<file path="src/rtl/divider_seq_if.sv">
// rtl/divider_seq_if.sv - start/busy/done operand and result bundle for divider_seq
interface divider_seq_if #(
  parameter int N = 4
);
  logic           start;
  logic [2*N-1:0] dd;
  logic [N-1:0]   dv;
  logic [N-1:0]   q;
  logic [N-1:0]   r;
  logic           busy;
  logic           done;
  logic           dbz;
  logic           ovf;

  modport master (output start, dd, dv, input q, r, busy, done, dbz, ovf);
  modport slave  (input start, dd, dv, output q, r, busy, done, dbz, ovf);
endinterface

</file>
<file path="src/rtl/divider_seq.sv">
// rtl/divider_seq.sv - sequential restoring divider, one quotient bit per clock
// Macro DIV_OVF_DETECT_EN enables the quotient-overflow early exit; otherwise ovf is tied 0.
module divider_seq #(
  parameter int N = 4
) (
  input  logic        clk,
  input  logic        clr,
  divider_seq_if.slave bus
);
  localparam int CW = $clog2(N + 1);

  typedef enum logic [1:0] {IDLE, CALC, DONE} state_t;

  state_t        state;
  logic [N:0]    rr;
  logic [N-1:0]  qq;
  logic [N-1:0]  dvr;
  logic [CW-1:0] cnt;
  logic [N-1:0]  q_reg;
  logic [N-1:0]  r_reg;
  logic          busy_reg;
  logic          done_reg;
  logic          dbz_reg;

  logic [N:0]    r_sh;
  logic [N+1:0]  diff;
  logic [N:0]    r_nx;
  logic [N-1:0]  q_nx;

  // Shift {R,Q} left, then trial-subtract; one extra sign bit keeps the compare exact.
  always_comb begin
    r_sh = {rr[N-1:0], qq[N-1]};
    diff = {1'b0, r_sh} - {2'b00, dvr};
    r_nx = r_sh;
    q_nx = {qq[N-2:0], 1'b0};
    if (!diff[N+1]) begin
      r_nx = diff[N:0];
      q_nx = {qq[N-2:0], 1'b1};
    end
  end

`ifdef DIV_OVF_DETECT_EN
  logic ovf_reg;
  assign bus.ovf = ovf_reg;
`else
  assign bus.ovf = 1'b0;
`endif

  assign bus.q    = q_reg;
  assign bus.r    = r_reg;
  assign bus.busy = busy_reg;
  assign bus.done = done_reg;
  assign bus.dbz  = dbz_reg;

  always_ff @(posedge clk or posedge clr) begin
    if (clr) begin
      state    <= IDLE;
      rr       <= '0;
      qq       <= '0;
      dvr      <= '0;
      cnt      <= '0;
      q_reg    <= '0;
      r_reg    <= '0;
      busy_reg <= 1'b0;
      done_reg <= 1'b0;
      dbz_reg  <= 1'b0;
`ifdef DIV_OVF_DETECT_EN
      ovf_reg  <= 1'b0;
`endif
    end else begin
      case (state)
        IDLE: begin
          done_reg <= 1'b0;
          if (bus.start) begin
            dvr     <= bus.dv;
            rr      <= {1'b0, bus.dd[2*N-1:N]};
            qq      <= bus.dd[N-1:0];
            dbz_reg <= 1'b0;
`ifdef DIV_OVF_DETECT_EN
            ovf_reg <= 1'b0;
`endif
            if (bus.dv == '0) begin
              state    <= DONE;
              done_reg <= 1'b1;
              q_reg    <= '1;
              r_reg    <= '0;
              dbz_reg  <= 1'b1;
`ifdef DIV_OVF_DETECT_EN
            end else if (bus.dd[2*N-1:N] >= bus.dv) begin
              state    <= DONE;
              done_reg <= 1'b1;
              q_reg    <= '1;
              r_reg    <= '0;
              ovf_reg  <= 1'b1;
`endif
            end else begin
              state    <= CALC;
              busy_reg <= 1'b1;
              cnt      <= CW'(N);
            end
          end
        end
        CALC: begin
          rr  <= r_nx;
          qq  <= q_nx;
          cnt <= cnt - 1'b1;
          if (cnt == CW'(1)) begin
            state    <= DONE;
            busy_reg <= 1'b0;
            done_reg <= 1'b1;
            q_reg    <= q_nx;
            r_reg    <= r_nx[N-1:0];
          end
        end
        DONE: begin
          done_reg <= 1'b0;
          state    <= IDLE;
        end
        default: state <= IDLE;
      endcase
    end
  end
endmodule

</file>
<file path="src/flat_wrapper.sv">
// flat-port wrapper written by rule: the top's interface ports become plain ports
module divider_seq_flat 
#(
  parameter int N = 4
)
  (clk, clr, bus_start, bus_dd, bus_dv, bus_q, bus_r, bus_busy, bus_done, bus_dbz, bus_ovf);
  divider_seq_if #(.N(N)) bus_i ();
  input  logic clk;
  input  logic clr;
  input wire logic [$bits(bus_i.start)-1:0] bus_start;
  input wire logic [$bits(bus_i.dd)-1:0] bus_dd;
  input wire logic [$bits(bus_i.dv)-1:0] bus_dv;
  output wire logic [$bits(bus_i.q)-1:0] bus_q;
  output wire logic [$bits(bus_i.r)-1:0] bus_r;
  output wire logic [$bits(bus_i.busy)-1:0] bus_busy;
  output wire logic [$bits(bus_i.done)-1:0] bus_done;
  output wire logic [$bits(bus_i.dbz)-1:0] bus_dbz;
  output wire logic [$bits(bus_i.ovf)-1:0] bus_ovf;
  assign bus_i.start = bus_start;
  assign bus_i.dd = bus_dd;
  assign bus_i.dv = bus_dv;
  assign bus_q = bus_i.q;
  assign bus_r = bus_i.r;
  assign bus_busy = bus_i.busy;
  assign bus_done = bus_i.done;
  assign bus_dbz = bus_i.dbz;
  assign bus_ovf = bus_i.ovf;
  divider_seq #(.N(N)) u_core (.clk(clk), .clr(clr), .bus(bus_i));
endmodule
</file>
<file path="config.mk">
export PLATFORM = sky130hd
export DESIGN_NAME = divider_seq_flat
export DESIGN_NICKNAME = d
export VERILOG_FILES = /design/src/rtl/divider_seq_if.sv /design/src/rtl/divider_seq.sv /design/src/flat_wrapper.sv
export SDC_FILE = /design/constraint.sdc
export NUM_CORES = 1
export LEC_CHECK = 0
export CAP_MARGIN = 40
export CORE_MARGIN = 2
export CORE_UTILIZATION = 45
export CTS_CLUSTER_SIZE = 8
export DETAILED_ROUTE_END_ITERATION = 8
export PLACE_DENSITY = 0.8
export SYNTH_ARGS = -nofsm -noshare
export SYNTH_HDL_FRONTEND = slang
export SYNTH_SLANG_ARGS = --single-unit
export TNS_END_PERCENT = 30
</file>
<file path="constraint.sdc">
create_clock -name clk -period 2.1 [get_ports clk]
set_input_delay 0.63 -clock clk [delete_from_list [all_inputs] [get_ports clk]]
set_output_delay 0.63 -clock clk [all_outputs]
set_load 0.01 [all_outputs]
</file>
==> reports/summary.json <==
{
  "run_status": {
    "outcome": "finished, final reports clean"
  },
  "detailed_routing": {
    "routed_vias_inst": 5.101,
    "detail_route.iter0.violations": 43,
    "detail_route.first_pass.iterations": 4,
    "drt-wirelength-per-cell_um": 13.48,
    "drc": 0,
    "dr_total_vias": 1214,
    "drt_total_wl_mm": 3.209,
    "antenna_left": 0
  },
  "synth": {
    "post_synth_edffs": 0,
    "postSynthRegisterBits": 28,
    "synth-adder-area-share_pct": 8.473,
    "synth_fp_nets": 184,
    "synth-warning-count": 0,
    "async_flop_share_pct": 100.0,
    "synth-xor-area-share_pct": 0.5596,
    "gate_count_after_technology_mapping": 159,
    "ys_dominant_reg_cell": "dfrtp_1",
    "synth.mux.area_fraction_pct": 7.834,
    "dominant_combinational_cell_family_by_area_after_synthesis": "compound AO/OA/AOI/OAI gates",
    "synth-seq-area-share_pct": 44.76,
    "post_synth_and_or_nand_nor_area_fraction_pct": 14.87,
    "synthesis.area_per_instance_um2": 9.844,
    "synth.cell_area_um2": 1565,
    "synth_compound_area_share_pct": 17.67,
    "synth.distinct_cells": 42
  },
  "worst_setup_path": {
    "critical-path-top-delay-family": "simple AND/OR/NAND/NOR gates",
    "critPathRequiredTime_ps": 2370,
    "endpoint_kind": "flop",
    "path_class": "input pin to flop",
    "critPathMaxStageDelay_ps": 580,
    "worst-path-max-fanout": 10,
    "path_buf_inv": 2,
    "arrival_ps": 2250,
    "timing.critical_path.from_type": "input pin",
    "worstPathCellList": "clkdlybuf4s50_1 -> or4_4 -> nor2_4 -> o21ai_4 -> buf_12 -> a21oi_1 -> a21o_1",
    "worst_path_max_delay_cell": "or4_4"
  },
  "layout": {
    "final_util_pct": 58.79,
    "sequential_cell_area_um2": 700.7,
    "number_of_nets_in_the_final_layout": 218,
    "final_cell_mix": "28 x dfrtp_1, 25 x clkdlybuf4s50_1, 17 x nor2_1, 16 x nand2_1, 12 x inv_1",
    "multi_input_logic_area_um2": 777.0,
    "layout_commonest_cell": "dfrtp_1",
    "share_of_post_route_cells_with_drive_strength_above_1_pct": 17.19,
    "synthToLayoutAreaGrowth_pct": 25.34,
    "fill_cells": 310,
    "antennaDiodeCount": 0
  },
  "timing": {
    "max_slew_headroom_pct": 63.12,
    "max_freq_mhz": 506.0,
    "worst_pin_slew_ps": 546.3,
    "timing.final.setup_violations": 0,
    "final.period_utilization_pct": 94.11,
    "final_period_minus_worst_setup_slack_ps": 1976,
    "hold-worst-slack_ps": 497.7,
    "slew_viol_final": 0,
    "worst_clock_skew_ps": 4.592,
    "unrepaired_setup_endpoints_after_global_routing": "no",
    "timing_hold_violations_final": 0,
    "timing.setup.tns_ps": 0
  },
  "clock_network": {
    "postCtsResizedCells": 0,
    "worst_skew_pair.late_latency_ps": 320,
    "clock_tree.root_cell": "clkbuf_4",
    "clkTransAtPathRegs_ps": 150,
    "tritoncts_num_sinks": 28,
    "cts_htree_levels": 1,
    "tritoncts": "built",
    "cts_hold_buffers": 0,
    "post-cts-setup-buffers": 0,
    "clock_path_buffers": 2,
    "cts_buffers": 3
  },
  "global_routing": {
    "grt_use_met3_pct": 2.883,
    "antenna_found_initial": 0,
    "global_route.usage.total_pct": 18.33,
    "grt_pass1_wl_mm": 5.802,
    "met1_global_route_usage_pct": 22.57,
    "grt_pass1_vias": 1246,
    "grtUsageMet2_pct": 33.78,
    "busiest_layer": "met2",
    "largest_net_degree_at_the_start_of_global_routing": 29,
    "grt.overflow.total": 0
  },
  "flow_run": {
    "max_cap_violations": 0
  },
  "die": {
    "die_area_um2": 3966,
    "ioPinCount": 27,
    "fp.dieW_um": 62.98,
    "floorplan.initialDensity_pct": 46.91,
    "design.core.area_um2": 3337,
    "rows": 21,
    "die_height_um": 62.98
  },
  "placement": {
    "io_buffers": 25,
    "detailed_place_hpwl_mm": 2.548,
    "final_estimated_routing_congestion_in_global_placement": 0.8223
  },
  "pwr": {
    "cellPowerDensity_nw_per_um2": 1410,
    "power_uw": 2767,
    "power.static_leakage_uw": 0.0008742,
    "irDropWorstVdd_mv": 0.6613
  },
  "min_path": {
    "hp-class": "flop to flop"
  }
}
routing by layer:
metal | routed length [µm] | share of wire [%]
met2 | 1719 | 54
met5 | 0 | 0
met4 | 11 | 0.34
met1 | 1378 | 43
met3 | 99 | 3.1
path summary, 6_finish.rpt:
path,to,start,slack [ps],cells past startpoint
min in group asynchronous,u_core.state[0],clr,640,3
max in group asynchronous,u_core.bus.r[0],clr,1200,3
hold reg to reg,u_core.bus.dbz,u_core.bus.dbz,500,1
hold / removal,u_core.bus.dbz,u_core.bus.dbz,500,1
setup reg to reg,u_core.rr[1],u_core.rr[1],150,6
setup / recovery,u_core.bus.q[0],bus_dv[3],120,7
where the power goes:
group	switching [µW]	total [µW]	internal [µW]
combinational	808	1550	742
clock	157	263	106
sequential	177	954	777
total	1140	2770	1630
cells in the mapped netlist, types with 4 or more instances:
master | number | share of area, %
nor2_1 | 17 | 4.1
o21ai_2 | 4 | 2.2
nand2_1 | 16 | 3.8
buf_2 | 4 | 1.3
o21ai_0 | 7 | 2.2
a21oi_1 | 10 | 3.2
ha_1 | 9 | 7.2
dfrtp_1 | 28 | 45
mux2_2 | 6 | 4.3
nand2b_1 | 4 | 1.6
inv_1 | 12 | 2.9
mux2i_1 | 4 | 2.6
final cells by class:
type                    instances  share of cell area [%]
multi-input cells             112                   39.60
inverters                      12                   2.296
flip-flops and latches         28                   35.71
clock buffers                   4                   1.849
repair buffers                 36                   17.60
well taps                      46                   2.934
kinds of logic after synthesis:
kind of cell	Yosys count
DFF	28
AOI/OAI and AO/OA	41
other	1
buffers and inverters	19
muxes	11
xor gates and xnor gates	1
and+or+nand+nor	48
adders and majority gates	10
through the flow:
stage | std cells | instance area (µm²) | setup WS [ps]
after CTS | 238 | 1962 | 120.7
after global routing | 238 | 1962 | 1.298
after detailed placement | 234 | 1926 | -229.5
final | 238 | 1962 | 123.6
after floorplan | 159 | 1565 | 262.6
after global placement | 234 | 1926 | -186.4
Note: power is estimated with default switching activity, not from simulation.
